## src/rtl/ulpi_reg_write.sv

```systemverilog
// ulpi_reg_write
// Link-side ULPI register write engine. A one-cycle request latches a 6-bit
// register address and an 8-bit value. The engine then waits until the link
// owns the bus, drives the immediate-address register-write TXCMD and then
// the data byte. It finishes the transfer with STP. If the PHY takes the bus
// back mid-transfer, the engine re-issues the write up to MAX_RETRY times and
// then gives up with an error pulse.
//
// Ports
//   clk_ulpi_i   60 MHz ULPI clock from the PHY
//   rst_i        synchronous active-high reset
//   prw_i        write request pulse, sampled only while busy_o=0
//   addr_i       register address, latched on an accepted request
//   reg_val_i    value to write, latched on an accepted request
//   busy_o       high from the cycle after an accepted request through the
//                done/err cycle
//   done_o       one-cycle pulse when the PHY has accepted the write
//   err_o        one-cycle pulse when retries are exhausted
//   dir_i        ULPI DIR (1 = PHY owns the bus)
//   nxt_i        ULPI NXT
//   data_o       link-driven ULPI data; the external tristate is enabled while DIR=0
//   stp_o        ULPI STP
//
// State table
//   IDLE     | no transfer; waiting for a request
//   WAIT_BUS | waiting for DIR low this cycle and the previous one (turnaround)
//   TXCMD    | driving the register-write TXCMD until NXT
//   DATA     | driving the register value until NXT
//   STOP     | one cycle of STP
//   FINISH   | done pulse, last busy cycle
module ulpi_reg_write #(
    parameter int MAX_RETRY = 3
) (
    input  logic       clk_ulpi_i,
    input  logic       rst_i,
    input  logic       prw_i,
    input  logic [5:0] addr_i,
    input  logic [7:0] reg_val_i,
    output logic       busy_o,
    output logic       done_o,
    output logic       err_o,
    input  logic       dir_i,
    input  logic       nxt_i,
    output logic [7:0] data_o,
    output logic       stp_o
);

    localparam int RW = (MAX_RETRY > 0) ? $clog2(MAX_RETRY + 1) : 1;

    typedef enum logic [2:0] {
        IDLE,
        WAIT_BUS,
        TXCMD,
        DATA,
        STOP,
        FINISH
    } state_t;

    state_t          state_q;
    logic [5:0]      addr_q;
    logic [7:0]      val_q;
    logic [RW-1:0]   retry_q;
    logic            dir_q;
    logic            busy_q;
    logic            done_q;
    logic            err_q;
    logic            stp_q;
    logic [7:0]      data_q;

    always_ff @(posedge clk_ulpi_i) begin
        if (rst_i) begin
            state_q <= IDLE;
            addr_q  <= '0;
            val_q   <= '0;
            retry_q <= '0;
            // Assume the PHY may own the bus out of reset, so a full
            // turnaround is seen before the first TXCMD.
            dir_q   <= 1'b1;
            busy_q  <= 1'b0;
            done_q  <= 1'b0;
            err_q   <= 1'b0;
            stp_q   <= 1'b0;
            data_q  <= 8'h00;
        end else begin
            dir_q  <= dir_i;
            done_q <= 1'b0;
            err_q  <= 1'b0;
            stp_q  <= 1'b0;

            case (state_q)
                IDLE: begin
                    data_q <= 8'h00;
                    // busy_q is still high in the err cycle, which is spent in
                    // IDLE, so a request there is ignored.
                    if (prw_i && !busy_q) begin
                        addr_q  <= addr_i;
                        val_q   <= reg_val_i;
                        retry_q <= '0;
                        busy_q  <= 1'b1;
                        state_q <= WAIT_BUS;
                    end else begin
                        busy_q <= 1'b0;
                    end
                end

                WAIT_BUS: begin
                    if (!dir_i && !dir_q) begin
                        data_q  <= {2'b10, addr_q};
                        state_q <= TXCMD;
                    end else begin
                        data_q <= 8'h00;
                    end
                end

                TXCMD, DATA: begin
                    // A PHY abort takes priority over NXT.
                    if (dir_i) begin
                        data_q <= 8'h00;
                        if (retry_q < RW'(MAX_RETRY)) begin
                            retry_q <= retry_q + 1'b1;
                            state_q <= WAIT_BUS;
                        end else begin
                            err_q   <= 1'b1;
                            state_q <= IDLE;
                        end
                    end else if (nxt_i) begin
                        if (state_q == TXCMD) begin
                            data_q  <= val_q;
                            state_q <= DATA;
                        end else begin
                            data_q  <= 8'h00;
                            stp_q   <= 1'b1;
                            state_q <= STOP;
                        end
                    end
                end

                STOP: begin
                    // The write has already been accepted, so DIR is ignored here.
                    data_q  <= 8'h00;
                    done_q  <= 1'b1;
                    state_q <= FINISH;
                end

                FINISH: begin
                    data_q  <= 8'h00;
                    busy_q  <= 1'b0;
                    state_q <= IDLE;
                end

                default: begin
                    data_q  <= 8'h00;
                    busy_q  <= 1'b0;
                    state_q <= IDLE;
                end
            endcase
        end
    end

    assign busy_o = busy_q;
    assign done_o = done_q;
    assign err_o  = err_q;
    assign stp_o  = stp_q;
    assign data_o = data_q;

endmodule

```

## config.mk

```make
export PLATFORM = sky130hd
export DESIGN_NAME = ulpi_reg_write
export DESIGN_NICKNAME = d
export VERILOG_FILES = /design/src/rtl/ulpi_reg_write.sv
export SDC_FILE = /design/constraint.sdc
export NUM_CORES = 1
export LEC_CHECK = 0
export CAP_MARGIN = 20
export CORE_UTILIZATION = 45
export CTS_CLUSTER_SIZE = 12
export DETAILED_ROUTE_END_ITERATION = 16
export PLACE_DENSITY_LB_ADDON = 0.3
export SYNTH_ARGS = -nofsm -noshare
export SYNTH_HDL_FRONTEND = slang
export SYNTH_SLANG_ARGS = --single-unit
```

## constraint.sdc

```tcl
create_clock -name clk_ulpi_i -period 1.77 [get_ports clk_ulpi_i]
set_input_delay 0.4425 -clock clk_ulpi_i [delete_from_list [all_inputs] [get_ports clk_ulpi_i]]
set_output_delay 0.4425 -clock clk_ulpi_i [all_outputs]
set_load 0.03 [all_outputs]
```

Word level (Yosys, flattened, before mapping)
Cells that the tools add are included.
{ "totals": {"register_bits": 32, "latch_bits": 0, "ram_bits": 0, "romBits": 0, "in_bits": 19, "output_inout_bits": 12, "wordCells": 59, "n_memories": 0} }
{ "classes": {"n_addsub": 1, "mul": 0, "div_mod_pow": 0, "order_cmp": 1, "n_eq_ne": 9, "shift": 0, "muxes": 21, "n_bitwise": 3, "reduce_logical": 14} }
{ "ops": {"columns": ["op", "n"], "rows": [
  ["2-to-1 mux 8 bit", 4],
  ["case mux 8 bit (2 select lines)", 1],
  ["2-to-1 mux 3 bit", 5],
  ["case mux 3 bit (4 select lines)", 1],
  ["!= test 2 bit, second input constant", 4],
  ["OR reduction 4 bit", 2],
  ["== test 3 x 2 -> 1 bit, second input constant", 2],
  ["2-to-1 mux 2 bit", 3],
  ["2-to-1 mux 1 bit", 5],
  ["case mux 2 bit (2 select lines)", 1],
  ["AND reduction 4 bit", 1],
  ["== test 3 x 1 -> 1 bit, second input constant", 1],
  ["== test 3 bit, second input constant", 1],
  ["zero test 1 bit", 3],
  ["zero test 3 bit", 1],
  ["!= test 3 bit, second input constant", 1],
  ["NOT 1 bit", 3],
  ["AND reduction 3 bit", 1],
  ["OR reduction 3 bit", 1],
  ["adder 2 x 1 -> 2 bit, second input constant", 1],
  ["logical AND 1 bit", 2],
  ["less-than comparator 2 bit, second input constant", 1],
  ["case mux 1 bit (2 select lines)", 1],
  ["AND reduction 2 bit", 1],
  ["2 further kinds", 2]
]} }

Longest topological paths before layout
{ "depth": {"depth_word": 5, "ltp_mapped": 5, "ltp_nobuf": 4} }

Least setup slack after synthesis
OpenSTA, ideal clock, no wires.
{ "synth_path": {"kind": "register to register", "start": "register busy_q (netlist: busy_o)", "end": "register addr_q[5]", "arrival_time_ns": 1.424, "setup_slack_ns": 0.214, "path_stages_with_launch": 6, "path_buffers": 2, "synth_period_minus_slack_ns": 1.556, "cell_sequence": "dfxtp_1 or4b_1 buf_2 buf_6 o21ai_1 a21oi_1"} }
{ "synth_between": {"elab_chain_cells": 3} }
{ "synth_rtl": {"columns": ["item", "line", "rtl"], "rows": [
  ["start: declaration", "64", "logic busy_q;"],
  ["start signal: assignment", "79", "busy_q <= 1'b0;"],
  ["start signal: assignment", "99", "busy_q <= 1'b1;"],
  ["start signal: assignment", "102", "busy_q <= 1'b0;"],
  ["zero test 1 bit", "95", "if (prw_i && !busy_q) begin"],
  ["logical AND 1 bit", "95", null],
  ["AND reduction 2 bit (no source line)", null, null],
  ["end signal: assignment", "96", "addr_q <= addr_i;"],
  ["end: declaration", "60", "logic [5:0] addr_q;"]
]} }
No other way between the ends.
A chain may end at the register's enable or synchronous reset.

Worst setup path in the final report
{ "layout_path": {"start": "input prw_i", "end": "register retry_q[1]"} }
{ "layout_between": {"elab_chain_cells": 3} }
{ "layout_rtl": {"columns": ["item", "line", "rtl"], "rows": [
  ["start: declaration", "36", "input logic prw_i,"],
  ["logical AND 1 bit", "95", null],
  ["!= test 2 bit (no source line)", null, null],
  ["AND reduction 4 bit (no source line)", null, null],
  ["end signal: assignment", "120", "retry_q <= retry_q + 1'b1;"],
  ["end: declaration", "62", "logic [RW-1:0] retry_q;"]
]} }
No other way between the ends.

==> run metrics <==
NetSw=0.362 mW; wire per inst=14.5 um; clock root buffer=clkbuf_4; Multi-input gate area=698 um2; P&R area growth vs syn=29.3%; Max Root-Sink Buffers=2; FFs w/ async S/R, synth=0; WP data required=1990 ps; mapped cell area=1410 um2; Worst Setup SP=prw_i; largest net degree at the start of global routing=18; status=finished, violations left; #FFs+latches synth=32; power consumption=1.35 mW; Gate power share=0.144; postcts setup bufs=0; P_int=0.991 mW; routability cong.=0.840; worst setup path class=in -> reg; worst min path class=reg -> reg; syn_nets=177; crit path DAT=1880 ps; Top Family by Delay on Critical Path=buffers and inverters; Fillers=245; PortBufs=30; Seq/Total Area, Yosys=0.453; Sink Count=32; worst-case hold slack=465 ps; core area=2880 um2; failing checks=design-rule violations; Initial Utilization=0.492; CP bufs+invs=2; layout cells sized above 1=0.114; Period Utilization, post-route=0.935; final setup fails=0; Rows=19; crit end category=flop; vias per cell=5.61; mean post-synth cell area=9.01 um2; Final Slew Violations=0; Worst-Skew Late Latency=350 ps; Critical Path Start Type=primary input; first-pass GRT wire length=5790 um; vias in the first global route=1294; Post-DP HPWL=2460 um; crit-path max FO=16; Antenna diodes=0; total grt overflow=0; RR Startpoint=state_q[1]; post-route ant nets=0; hold_buf cts=0; Final Hold Vio Count=0; yosys synthesis warning count=0; die width=58.1 um; fin cells=235; worst vdd ir=493 uV; gr usage total=0.228; hold_sp=data_o[6]; worst slew pin tran=547 ps; pwr dens=740 nW/um2; Seq pwr share=0.569; Clock power frac=0.287; H-tree Lvls=2; synthesized instance count=157; Synth cell types=41; Max Fclk=604 MHz; DR iter-0 viols=59; sequential cell area=641 um2; Sw Ratio=0.268; Die Y=58.1 um; Worst path slowest cell=clkdlybuf4s50_1; number of buffers created by CTS=5; Most used DFF post-synth=dfxtp_1; TritonCTS clock tree=done; 1st-pass router iterations=10; initial antenna violation count=0; drt drc=3; Final #Nets=213; Worst-path clk slew=100 ps; Detailed Route WL=3420 um; I/O Pins=31; leak pwr=0.676 nW; Vias=1319; CP peak stage delay=480 ps; number of gates resized after cts=12; Final Skew=12.5 ps; RSZ-0062 raised after global routing=no; placed insts=228; DIE AREA=3370 um2; crit path cell chain=clkdlybuf4s50_1 -> or4b_1 -> buf_4 -> o211ai_1 -> a21oi_1; EDFF count, synth=0; Rel. slew slack=0.635; min cycle time layout=1660 ps; # Max-Cap Violations=0
==> power groups by stage <==
stage | clock network [mW] | registers, mW | logic (mW)
finish | 0.389 | 0.771 | 0.194
global route | 0.422 | 0.775 | 0.213
CTS | 0.395 | 0.770 | 0.194
detailed placement | 0 | 0.787 | 0.194
global placement | 0 | 0.785 | 0.190
floorplan | 0 | 0.784 | 0.111
==> cell usage after synthesis (2+ instances only) <==
cell type | instances | share of area
nor3_1 | 4 | 0.014
nand2_1 | 4 | 0.011
or4b_1 | 2 | 0.014
nand3_1 | 15 | 0.053
a21oi_1 | 19 | 0.067
nor2_1 | 3 | 0.0080
nand2b_1 | 3 | 0.013
buf_1 | 2 | 0.0053
o21ai_1 | 17 | 0.060
clkbuf_1 | 5 | 0.013
dfxtp_1 | 32 | 0.45
or2_1 | 3 | 0.013
a22oi_1 | 2 | 0.011
nor4b_1 | 3 | 0.019
a211oi_1 | 2 | 0.011
a32oi_1 | 4 | 0.025
buf_2 | 6 | 0.021
nor2b_1 | 3 | 0.013
o2bb2ai_1 | 6 | 0.037
==> cells in the final DEF (no fill, tap or decap), drive strengths merged, types with 2 or more instances in the layout <==
master	count
nor4b	5
a21oi	19
clkdlybuf4s50	18
o21ai	18
nor3	4
clkbuf	6
or4b	2
dlygate4sd2	12
nor2b	3
nor2	3
a211oi	2
nand2b	3
dfxtp	32
buf	13
a32oi	4
a22oi	2
or2	3
nand2	4
nand3	15
o2bb2ai	6
inv	2
==> cell families (layout without fill, tap and decap cells) <==
group	count (synthesis)	count (layout)	share of synthesized area
simple gates	49	49	0.226
buf+inv	16	52	0.0531
fa+ha+maj	1	1	0.00885
compound gates	58	58	0.252
mux	1	1	0.00708
flops	32	32	0.453
==> tightest hold or removal path, cell delays in order (launching register included) <==
cell      delay (ps)
dfxtp_1          320
nand2b_1          60
a21oi_1           50
==> path summary, 6_finish.rpt <==
check                                  end  slack [ps]  cells past startpoint
worst max register to register   data_o[3]         170                      4
worst max-delay path            retry_q[1]         110                      5
worst min register to register   data_o[6]         460                      2
worst min-delay path             data_o[6]         460                      2
==> flip-flops by register name, indices dropped and copies added (netlist names), 2 cells and up <==
register,count
addr_q,6
val_q,8
retry_q,2
state_q,3
data_o,8
==> area by class of cell <==
cell class / instances / share of cell area
well taps: 42 / 0.0287
clock buffers: 6 / 0.0226
clock inverters: 1 / 0.00274
flip-flops and latches: 32 / 0.350
multi-input cells: 109 / 0.382
repair buffers: 43 / 0.209
inverters: 2 / 0.00411
==> layer usage <==
layer  GRT usage  vias up  wire length, um
met4      0.0952        0               58
met1       0.285      602             1540
met5           0        -                0
li1            -      658                -
met3      0.0692        6              248
met2       0.366       53             1580
==> metrics by stage <==
step / util / worst slack [ps] / TNS [ps] / area, um2
finish: 0.635 / 114 / 0 / 1830
detailed placement: 0.625 / -252 / -3090 / 1800
floorplan: - / 214 / 0 / 1410
global route: 0.635 / 16.3 / 0 / 1830
global placement: 0.625 / -170 / -2210 / 1800
CTS: 0.635 / 113 / 0 / 1830
(Power assumes the default switching activity.)
